===== src/rtl/riscv_alu_issue.sv =====
// rtl/riscv_alu_issue.sv - execute-stage issue buffer with operand forwarding ahead of a registered ALU
//
// Decoded ops enter through a 2-entry skid buffer (E head, S skid). The head
// issues to the ALU when not held or flushed. Operands come from E, with
// register sources forwarded from the in-flight ALU result (X) or the
// writeback register (W). Because the ALU registers its result, the issued
// op's rd/we tag is carried in X for one cycle. It is then re-joined with
// alu_p_i in W.
//
// Ports:
//   clk, rstb                 clock, synchronous active-high reset
//   in_valid/in_ready         decode handshake (in_ready registered)
//   in_op, in_*_val, in_imm,  decoded op payload
//   in_pc, in_*_addr, in_rd_we,
//   in_a_sel, in_b_sel
//   hold_i, flush_i           downstream stall, pipeline flush
//   alu_op_o, alu_a_o/b_o     op and resolved operands to the ALU
//   alu_p_i                   ALU result of the op issued last cycle
//   wb_valid_o, wb_we_o,      writeback entry
//   wb_rd_o, wb_data_o
module riscv_alu_issue #(
  parameter int XLEN   = 32,
  parameter int REG_AW = 5
) (
  input  logic              clk,
  input  logic              rstb,
  input  logic              in_valid,
  output logic              in_ready,
  input  logic [3:0]        in_op,
  input  logic [XLEN-1:0]   in_rs1_val,
  input  logic [XLEN-1:0]   in_rs2_val,
  input  logic [XLEN-1:0]   in_imm,
  input  logic [XLEN-1:0]   in_pc,
  input  logic [REG_AW-1:0] in_rs1_addr,
  input  logic [REG_AW-1:0] in_rs2_addr,
  input  logic [REG_AW-1:0] in_rd_addr,
  input  logic              in_rd_we,
  input  logic [1:0]        in_a_sel,
  input  logic              in_b_sel,
  input  logic              hold_i,
  input  logic              flush_i,
  output logic [3:0]        alu_op_o,
  output logic [XLEN-1:0]   alu_a_o,
  output logic [XLEN-1:0]   alu_b_o,
  input  logic [XLEN-1:0]   alu_p_i,
  output logic              wb_valid_o,
  output logic              wb_we_o,
  output logic [REG_AW-1:0] wb_rd_o,
  output logic [XLEN-1:0]   wb_data_o
);

  // ALU bubble code; real op codes pass through untouched.
  localparam logic [3:0] ALU_IDLE = 4'hF;

  typedef enum logic [1:0] {
    EMPTY = 2'd0,
    ONE   = 2'd1,
    TWO   = 2'd2
  } state_t;

  typedef struct packed {
    logic [3:0]        op;
    logic [1:0]        a_sel;
    logic              b_sel;
    logic [XLEN-1:0]   rs1_val;
    logic [XLEN-1:0]   rs2_val;
    logic [XLEN-1:0]   imm;
    logic [XLEN-1:0]   pc;
    logic [REG_AW-1:0] rs1;
    logic [REG_AW-1:0] rs2;
    logic [REG_AW-1:0] rd;
    logic              we;
  } entry_t;

  state_t            state_q, state_d;
  logic              in_ready_q;
  entry_t            e_q, s_q, in_ent;
  logic              load_e_in, load_e_s, load_s_in;
  logic              accept, issue;

  logic              x_v, x_we;
  logic [REG_AW-1:0] x_rd;
  logic              w_v, w_we;
  logic [REG_AW-1:0] w_rd;
  logic [XLEN-1:0]   w_data;

  logic [XLEN-1:0]   rs1_fwd, rs2_fwd, a_res, b_res;

  assign in_ent = '{op: in_op, a_sel: in_a_sel, b_sel: in_b_sel,
                    rs1_val: in_rs1_val, rs2_val: in_rs2_val, imm: in_imm, pc: in_pc,
                    rs1: in_rs1_addr, rs2: in_rs2_addr, rd: in_rd_addr, we: in_rd_we};

  assign accept = in_valid & in_ready_q;
  // E is valid in every state but EMPTY; reset also suppresses issue so the
  // ALU sees a bubble while rstb is high.
  assign issue  = (state_q != EMPTY) & ~hold_i & ~flush_i & ~rstb;

  // State register
  always_ff @(posedge clk) begin
    if (rstb) begin
      state_q    <= EMPTY;
      in_ready_q <= 1'b1;
    end else begin
      state_q    <= state_d;
      in_ready_q <= (state_d != TWO);
    end
  end

  // Next-state and buffer load controls. Flush wins over issue and accept.
  always_comb begin
    state_d   = state_q;
    load_e_in = 1'b0;
    load_e_s  = 1'b0;
    load_s_in = 1'b0;
    if (flush_i) begin
      state_d = EMPTY;
    end else begin
      case (state_q)
        EMPTY: begin
          if (accept) begin
            load_e_in = 1'b1;
            state_d   = ONE;
          end
        end
        ONE: begin
          if (issue && accept) begin
            load_e_in = 1'b1;
          end else if (issue) begin
            state_d = EMPTY;
          end else if (accept) begin
            load_s_in = 1'b1;
            state_d   = TWO;
          end
        end
        TWO: begin
          // in_ready is low here, so only the skid entry can move.
          if (issue) begin
            load_e_s = 1'b1;
            state_d  = ONE;
          end
        end
        default: state_d = EMPTY;
      endcase
    end
  end

  // Buffer payload: validity lives in the state, so no reset needed.
  always_ff @(posedge clk) begin
    if (load_e_in) begin
      e_q <= in_ent;
    end else if (load_e_s) begin
      e_q <= s_q;
    end
    if (load_s_in) begin
      s_q <= in_ent;
    end
  end

  // In-flight tag and writeback register. W samples every cycle so an op
  // already in the ALU retires even across a flush.
  always_ff @(posedge clk) begin
    if (rstb) begin
      x_v    <= 1'b0;
      x_we   <= 1'b0;
      x_rd   <= '0;
      w_v    <= 1'b0;
      w_we   <= 1'b0;
      w_rd   <= '0;
      w_data <= '0;
    end else begin
      x_v    <= issue;
      x_we   <= e_q.we;
      x_rd   <= e_q.rd;
      w_v    <= x_v;
      w_we   <= x_we;
      w_rd   <= x_rd;
      w_data <= alu_p_i;
    end
  end

  // Operand resolution. The newer result (X) shadows W; x0 never forwards.
  always_comb begin
    rs1_fwd = e_q.rs1_val;
    if (e_q.rs1 != '0 && x_v && x_we && x_rd == e_q.rs1) begin
      rs1_fwd = alu_p_i;
    end else if (e_q.rs1 != '0 && w_v && w_we && w_rd == e_q.rs1) begin
      rs1_fwd = w_data;
    end

    rs2_fwd = e_q.rs2_val;
    if (e_q.rs2 != '0 && x_v && x_we && x_rd == e_q.rs2) begin
      rs2_fwd = alu_p_i;
    end else if (e_q.rs2 != '0 && w_v && w_we && w_rd == e_q.rs2) begin
      rs2_fwd = w_data;
    end

    case (e_q.a_sel)
      2'b01:   a_res = e_q.pc;
      2'b10:   a_res = '0;
      default: a_res = rs1_fwd;
    endcase
    b_res = e_q.b_sel ? e_q.imm : rs2_fwd;
  end

  assign in_ready   = in_ready_q;
  assign alu_op_o   = issue ? e_q.op : ALU_IDLE;
  assign alu_a_o    = rstb ? '0 : a_res;
  assign alu_b_o    = rstb ? '0 : b_res;

  assign wb_valid_o = w_v;
  assign wb_we_o    = w_v & w_we;
  assign wb_rd_o    = w_rd;
  assign wb_data_o  = w_data;

endmodule


===== config.mk =====
export PLATFORM = sky130hd
export DESIGN_NAME = riscv_alu_issue
export DESIGN_NICKNAME = d
export VERILOG_FILES = /design/src/rtl/riscv_alu_issue.sv
export SDC_FILE = /design/constraint.sdc
export NUM_CORES = 1
export LEC_CHECK = 0
export CAP_MARGIN = 5
export CORE_MARGIN = 2
export CORE_UTILIZATION = 45
export DETAILED_ROUTE_END_ITERATION = 12
export PLACE_DENSITY = 0.71
export SLEW_MARGIN = 20
export SYNTH_ARGS = -nofsm -noshare
export SYNTH_HDL_FRONTEND = slang
export SYNTH_SLANG_ARGS = --single-unit

===== constraint.sdc =====
create_clock -name clk -period 36.3 [get_ports clk]
set_input_delay 9.075 -clock clk [delete_from_list [all_inputs] [get_ports clk]]
set_output_delay 9.075 -clock clk [all_outputs]
set_load 0.02 [all_outputs]

### Word level (Yosys, flattened, before mapping)

Index checks and enable logic that the tools add are counted.

* register bits: 351
* bits of input ports: 188
* output and inout bits: 108
* logic and storage cells: 95

* equality and inequality tests: 9
* mux-type cells: 29
* bitwise gates (word level): 8
* reductions and logical operators: 18

Operator list (number)
* $mux 151: 2
* $mux 32: 7
* $pmux 32 s2: 1
* $eq 5x5->1: 4
* $logic_and 1x1->1: 13
* $mux 2: 6
* $mux 1: 10
* $reduce_bool 5->1: 2
* $pmux 2 s3: 1
* $and 1x1->1: 5
* $eq 2x1->1 const B: 2
* $eq 2x2->1 const B: 2
* $mux 4: 1
* $reduce_bool 2->1: 2
* $not 1->1: 3
* $logic_not 2->1: 1
* $ne 2x2->1 const B: 1
* $pmux 1 s2: 1

### Longest topological paths before layout

* depth in word-level cells: 9
* gate-level depth with buffers: 8
* gate-level depth less buffers: 6

### Worst setup path before layout

No wires, ideal clock.

* path type: in2reg
* start point: input port flush_i
* end point: register s_q[0] (netlist bit), enable pin
* setup time: 0.849 ns
* arrival time: 19.562 ns
* required time: 35.451 ns
* path slack: 15.889 ns
* stages on the path: 4
* path buffers: 0
* path through: nor2_1 o21ai_0 nor2_2 nor3_1

* longest elaborated chain between the ends: 7
* elaborated cells on any way between the ends: 8
* classes of those cells: 4 x mux; 3 x bitwise; 1 x reduce/logical

RTL lines
* start, declared: RTL line 41 `input logic flush_i,`
* $not 1->1: RTL line 96 `assign issue = (state_q != EMPTY) & ~hold_i & ~flush_i & ~rstb;`
* $and 1x1->1 (2 in series): RTL line 96
* $mux 1 / $logic_and 1x1->1 (equally long branches): RTL line 128, 126
* $mux 1: RTL line 126 `if (issue && accept) begin`
* $mux 1: RTL line 118 `case (state_q)`
* $mux 1 *: RTL line 115 `if (flush_i) begin`
* net load_s_in: RTL line 78 `logic load_e_in, load_e_s, load_s_in;`
* end signal, assigned: RTL line 155 `s_q <= in_ent;`
* end, declared: RTL line 77 `entry_t e_q, s_q, in_ent;`

Mark *: on every way through the listed nets, which the timed path passes. The rest lies on a longest branch.
A chain may end at the register's enable or synchronous reset.

### Worst setup path in the final report

* start point: input port rstb
* end point: output port alu_op_o[3]

* longest elaborated chain between the ends: 3

RTL lines
* start, declared: RTL line 26 `input logic rstb,`
* $not 1->1: RTL line 96
* $and 1x1->1: RTL line 96
* $mux 4: RTL line 206 `assign alu_op_o = issue ? e_q.op : ALU_IDLE;`
* end, declared: RTL line 42 `output logic [3:0] alu_op_o,`

Every way passes these cells.

==> impl_results.rst <==
.. list-table::
   :header-rows: 1

   * - Metric
     - Value
   * - Die Y-Extent
     - 187 microns
   * - Synthesis warning total
     - 0
   * - CP Max Fanout
     - 67
   * - Total negative setup slack
     - 0 ns
   * - Cell Chain, Critical Path
     - buf_4 > buf_4 > nor2_1 > o21ai_0 > nor2_2 > nand2b_1 > clkdlybuf4s50_1
   * - Synthesized instance count
     - 965
   * - Mapped Area
     - 0.0150 sq mm
   * - Kind of end point of the critical path
     - output port
   * - FF+latch count, synth
     - 351
   * - Actual transition at the worst max-transition pin
     - 1.11 ns
   * - Worst path most repeated cell
     - sky130_fd_sc_hd__buf_4
   * - Fin cells
     - 1728
   * - Class of the tightest hold or removal check
     - flip-flop to flip-flop
   * - Crit path setup slack, layout
     - 15.66 ns
   * - Setup violations, final
     - 0
   * - Remaining antenna violation count after routing
     - 0
   * - DRC violations left
     - 0
   * - Floorplan Core Area
     - 0.0327 sq mm
   * - Die Footprint
     - 0.0349 sq mm
   * - Sequential share of the synthesized area
     - 66.9%
   * - Clk Latency, worst-skew pair
     - 0.52 ns
   * - Sort of element at the start of the critical path
     - input pin
   * - Number of global-route vias before repair
     - 9615
   * - Number of sinks handled by clock tree synthesis
     - 351
   * - Number of nets produced by synthesis
     - 1154
   * - Post-synthesis cell type with the largest combined area
     - sky130_fd_sc_hd__edfxtp_1
   * - Int Power
     - 0.737 mW
   * - Leakage power
     - 6.81 nW
   * - Cell type group with the largest total delay on the critical path
     - buffers and inverters
   * - Pins Over Slew Limit
     - 0
   * - Most numerous cell in the Yosys netlist
     - sky130_fd_sc_hd__edfxtp_1
   * - Horizontal die dimension
     - 187 microns
   * - Part of the power in registers
     - 48.4%
   * - Fraction of synthesized cell area taken by the top area cell type
     - 60.4%
   * - Number of setup buffers added after CTS
     - 0
   * - Post-layout net count
     - 1446
   * - Primary flip-flop cell chosen by synthesis mapping
     - sky130_fd_sc_hd__edfxtp_1
   * - Ratio of cells with drive above 1 in the final layout
     - 23.3%
   * - Critical setup path kind
     - input pin to output port
   * - Setup repair after global routing missed its margin
     - no
   * - Cts-stage hold buffer count
     - 0
   * - WL per Instance
     - 21.1 microns
   * - CTS tree
     - yes
   * - Number of violations of the max-capacitance limit
     - 0
   * - Site row count
     - 66
   * - NetSw
     - 0.209 mW
   * - Total of cells resized after clock tree synthesis
     - 0
   * - CTS root buf
     - sky130_fd_sc_hd__clkbuf_16
   * - Clock input transition at the sequential cells of the worst setup and hold paths
     - 0.06 ns
   * - Count of buffering cells on the critical path with inverters included
     - 3
   * - Required time of the critical path
     - 27.23 ns
   * - Wire length of the first global-routing pass
     - 56.3 mm
   * - Overall Global Routing Usage
     - 20.6%
   * - Total vias in the final route
     - 9207
   * - Aggregate routed wire length
     - 36.5 mm
   * - Final hold violations
     - 0
   * - Setup WS pre-CTS
     - 15.66 ns
   * - Initial antenna violation count
     - 2
   * - Final critical delay including setup and external delays
     - 20.64 ns
   * - HPWL after detailed placement
     - 23.5 mm
   * - Ratio of final minimum period to clock period
     - 56.9%
   * - Htree depth
     - 2
   * - Leftover overflow at the end of global routing
     - 0
   * - Leading post-synthesis cells by cell area
     - sky130_fd_sc_hd__edfxtp_1 60%, sky130_fd_sc_hd__mux2_2 11%, sky130_fd_sc_hd__dfxtp_1 6.5%
   * - Total placed cells including tap cells
     - 1658
   * - Count of distinct cell types in the synthesized netlist
     - 38
   * - Layout Skew
     - 0.0170 ns
   * - Mean instance size in the synthesized netlist
     - 15.6 sq um
   * - Critical Path Slowest Stage Cell
     - sky130_fd_sc_hd__buf_4
   * - Result of the run
     - completed
   * - CTS Buf Count
     - 39
   * - Maximum resistive drop on vdd
     - 0.0000406 V
   * - Buffers on Ports
     - 295
   * - Fraction of power spent switching nets
     - 22.1%
   * - Initial detailed-routing violation count
     - 629
   * - Worst EP arrival
     - 11.57 ns
   * - Power density over the cells
     - 48.2 mW/mm^2
   * - Placer Congestion
     - 0.805
   * - Boundary pin count
     - 296
   * - Synth top cells by count
     - 302 x sky130_fd_sc_hd__edfxtp_1, 151 x sky130_fd_sc_hd__mux2_2, 97 x sky130_fd_sc_hd__a21oi_1, 77 x sky130_fd_sc_hd__nor2b_1, 64 x sky130_fd_sc_hd__mux2i_1
   * - Synth async-reset ratio
     - 0%
   * - Initial standard-cell utilization of the core
     - 45.9%
   * - Number of flops mapped to enable cells by yosys
     - 302
   * - Highest clock rate
     - 0.0484 GHz
   * - Clk network pwr share
     - 41.6%
   * - Maximum single-stage delay on the critical path
     - 0.74 ns
   * - Design Power
     - 0.946 mW
   * - Synth-to-Final Area Change
     - 30.8%
   * - Maximum count of clock buffers along a single path
     - 3
   * - Average vias per placed instance
     - 5.33
   * - Maximum number of pins on one net before global-route repair
     - 77
   * - Relative contribution of combinational cells to total power
     - 10.0%
   * - Rel. slew slack
     - 26.0%
   * - TritonRoute pass-1 iters
     - 5
## stage by stage
step,hold slack [ns],instance area [sq um],util [%]
2_1_floorplan,0.429,15000,-
3_3_place_gp,0.438,18400,56.1
3_5_place_dp,0.437,18400,56.1
4_1_cts,0.454,19600,60.1
5_1_grt,0.497,19600,60.1
6_report,0.450,19600,60.1
## metal layers
metal	part of all wire (%)	track usage, %	up-vias
met5	0.036	0	-
met3	7.0	5.44	72
li1	-	-	4254
met4	2.8	6.68	2
met2	47	32.8	309
met1	44	27.7	4570
## worst reg2reg max path, stage by stage (launching register included)
cell and delay [ns]:
sky130_fd_sc_hd__dfxtp_1 0.36, sky130_fd_sc_hd__o21ai_0 0.25, sky130_fd_sc_hd__nor2_2 0.14, sky130_fd_sc_hd__o21ai_4 0.68, sky130_fd_sc_hd__buf_4 0.91, sky130_fd_sc_hd__mux2_2 0.50
## power by group through the flow
stage,Clock [mW],Sequential (mW),Combinational (mW)
3_5_place_dp,0,0.467,0.0949
4_1_cts,0.402,0.458,0.0955
6_report,0.393,0.458,0.0947
5_1_grt,0.418,0.459,0.101
3_3_place_gp,0,0.466,0.0936
2_1_floorplan,0,0.470,0.0435
## logic make-up (layout without fill, tap and decap cells)
family / Yosys count / count (layout) / share of synthesized area (%)
other cells: 0 / 1 / 0
flops: 351 / 351 / 66.9
compound gates: 167 / 167 / 8.46
simple gates: 116 / 116 / 4.77
buf+inv: 97 / 417 / 3.15
fa+ha+maj: 1 / 1 / 0.0833
mux: 215 / 215 / 15.6
xor+xnor: 18 / 18 / 1.05
## path summary, 6_finish.rpt
path,from,endpoint,slack (ns),cells after the start
worst max-delay path,rstb,alu_op_o[3],15.66,7
worst min-delay path,e_q[1],x_rd[0],0.45,1
worst max register to register,state_q[1],e_q[62],33.20,5
worst min register to register,e_q[1],x_rd[0],0.45,1
## layout by cell type, fill, tap and decap left out, drive strengths merged, types with 2 or more instances in the layout
master,Yosys,routed
a21oi,97,97
nor2b,77,77
or4,4,4
inv,39,42
bufinv,0,4
nor3,4,4
clkinv,0,13
nand4,2,2
nor4,3,3
mux2i,64,64
dfxtp,49,49
xnor2,12,12
mux2,151,151
clkdlybuf4s50,0,294
nand2b,4,4
buf,28,15
o21ai,34,34
xor2,6,6
nor2,8,8
clkbuf,30,48
a2111oi,32,32
edfxtp,302,302
nand2,8,8
nand3,4,4
## state kept, by name (all words and copies together), names as in the netlist, 2 cells and up
name       count
state_q        2
s_q          151
wb_data_o     32
wb_rd_o        5
e_q          151
x_rd           5
## final cells by class
type / count / area, sq um
fillers: 2550 / 13100
flip-flops and latches: 351 / 10000
multi-input cells: 517 / 4560
repair buffers: 309 / 3060
clock buffers: 48 / 1060
well taps: 442 / 553
clock inverters: 21 / 223
inverters: 39 / 146
diodes: 1 / 2.50
Power figures use the tool's default switching activity.
==> edit: new RTL, same settings <==
`REG_AW`: 5 -> 7.
--- a/src/rtl/riscv_alu_issue.sv
+++ b/src/rtl/riscv_alu_issue.sv
@@ -20,7 +20,7 @@
 //   wb_rd_o, wb_data_o
 module riscv_alu_issue #(
   parameter int XLEN   = 32,
-  parameter int REG_AW = 5
+  parameter int REG_AW = 7
 ) (
   input  logic              clk,
   input  logic              rstb,
Ports: changed (resized in_rd_addr, in_rs1_addr, in_rs2_addr and wb_rd_o); port bits go from 296 to 304. The function was not compared with the original's and may differ.
==> edit against the original RTL <==
- final area down 0.26%
- synthesized area down 0.87%
- via count down 1.5%
- sequential cell count up 16
- register-to-register slack got worse by 0.31 ns
- total power down 1.0%
- final cell count is 2.8% lower
- largest cell class unchanged
- wire length rose by 2.8%
- worst setup slack got worse by 0.67 ns
==> edit: results (changes against the original RTL) <==
<table>
<tr><th>Metric</th><th>Value</th></tr>
<tr><th colspan="2">Critical path</th></tr>
<tr><td>Critical path peak fanout</td><td>56 (-16%)</td></tr>
<tr><td>Maximum cell stage delay along the critical path</td><td>0.87 ns (+0.13 ns)</td></tr>
<tr><td>Cell with the biggest individual delay on the critical path</td><td>sky130_fd_sc_hd__nor2_4</td></tr>
<tr><td>Arr. time, crit path</td><td>12.23 ns (+0.66 ns)</td></tr>
<tr><th colspan="2">Layout</th></tr>
<tr><td># nets final</td><td>1401 (-3.1%)</td></tr>
<tr><td>Final std cell area, no fill</td><td>19600 um2 (-0.26%)</td></tr>
<tr><td>Fill cells</td><td>2572 (+0.86%)</td></tr>
<tr><td>Fraction of final layout cells sized beyond drive strength 1</td><td>19.6% (-3.8 points)</td></tr>
<tr><th colspan="2">Timing</th></tr>
<tr><td>Final Skew</td><td>0.0103 ns (-0.00664 ns)</td></tr>
<tr><td>Headroom to the max-slew limit</td><td>31.7% (+5.8 points)</td></tr>
<tr><th colspan="2">Placement</th></tr>
<tr><td>Pre-CTS setup slack</td><td>14.95 ns (-0.708 ns)</td></tr>
<tr><td>Dpl hpwl</td><td>24.1 mm (+2.7%)</td></tr>
<tr><th colspan="2">Logic synthesis</th></tr>
<tr><td>Number of cells produced by synthesis</td><td>899 (-6.8%)</td></tr>
<tr><td>Yosys warning count</td><td>0 (unchanged)</td></tr>
<tr><td>Ranking of synthesized cells by instance count</td><td>sky130_fd_sc_hd__edfxtp_1 (314), sky130_fd_sc_hd__mux2_2 (157), sky130_fd_sc_hd__mux2i_1 (65)</td></tr>
<tr><td>Share of synthesized area occupied by flip-flops and latches</td><td>70.4% (+3.5 points)</td></tr>
<tr><td>Number of different library cells in the post-synthesis netlist</td><td>36 (-5.3%)</td></tr>
<tr><td>Number of flops mapped to enable cells by yosys</td><td>314 (+4.0%)</td></tr>
<tr><th colspan="2">Route</th></tr>
<tr><td>Average wire per cell in the routed design</td><td>22.3 um (+5.8%)</td></tr>
<tr><td>Via count normalized by instance count</td><td>5.40 (+1.4%)</td></tr>
<tr><th colspan="2">Global route</th></tr>
<tr><td>Pin count of the biggest net entering global routing</td><td>83 (+7.8%)</td></tr>
<tr><td>Number of antenna violations at the first check in global routing</td><td>7 (+5)</td></tr>
<tr><td>Number of global-route vias before repair</td><td>9486 (-1.3%)</td></tr>
<tr><th colspan="2">Power</th></tr>
<tr><td>Maximum VDD drop</td><td>0.0399 mV (-1.8%)</td></tr>
<tr><td>LEAKAGE</td><td>6.95 nW (+2.0%)</td></tr>
<tr><th colspan="2">Clocking</th></tr>
<tr><td>Clock buffer count from CTS</td><td>40 (+2.6%)</td></tr>
<tr><th colspan="2">Outcome</th></tr>
<tr><td>Outcome</td><td>complete, no violations</td></tr>
</table>
## edit: cell count changes after synthesis, sizes merged, moves of 30 or more
cell	delta
a32oi	+32
a22oi	+32
o21ai	+30
a21oi	-96
a2111oi	-32
inv	-34
## edit: routing by layer
| layer | wire (um) | global-route usage, % |
|---|---|---|
| met1 | 15900 | 28.3 |
| met2 | 17900 | 35.5 |
| met3 | 2940 | 5.99 |
| met4 | 685 | 5.73 |
| met5 | 62 | 0 |
## edit: layout make-up
cell class / count / share of cell area, %
Inverter: 5 / 0.0958
Clock buffer: 52 / 5.65
Clock inverter: 19 / 0.473
Timing Repair Buffer: 317 / 16.0
Multi-Input combinational cell: 475 / 21.4
Antenna cell: 2 / 0.0255
Tap cell: 442 / 2.82
Sequential cell: 367 / 53.5
## edit: worst reg2reg max path, delay by kind of cell (launching register included)
family	cells	cell delay, ns
buf+inv	2	1.75
flops	1	0.37
simple gates	4	0.82
## edit: path summary, 6_finish.rpt
kind,slack [ns],cells past startpoint,from,to
hold reg to reg,0.45,1,e_q[5],x_rd[4]
setup / recovery,14.99,6,rstb,alu_b_o[15]
setup reg to reg,32.89,6,state_q[1],s_q[139]
hold / removal,0.45,1,e_q[5],x_rd[4]
## edit: kinds of logic (layout without fill, tap and decap cells)
group / Yosys count / in the layout / synth area share (%)
AO/OA/AOI/OAI: 131 / 131 / 5.79
XOR/XNOR: 28 / 28 / 1.65
adder cells (fa/ha/maj): 1 / 1 / 0.0840
buffers and inverters: 57 / 393 / 1.82
flip-flops: 367 / 367 / 70.4
multiplexers: 222 / 222 / 16.2
other: 0 / 2 / 0
AND/OR/NAND/NOR: 93 / 93 / 3.97
## edit: power breakdown
group | switching [W] | internal [W]
clock | 0.000159 | 0.000214
sequential | 0.00000632 | 0.000473
combinational | 0.0000394 | 0.0000446
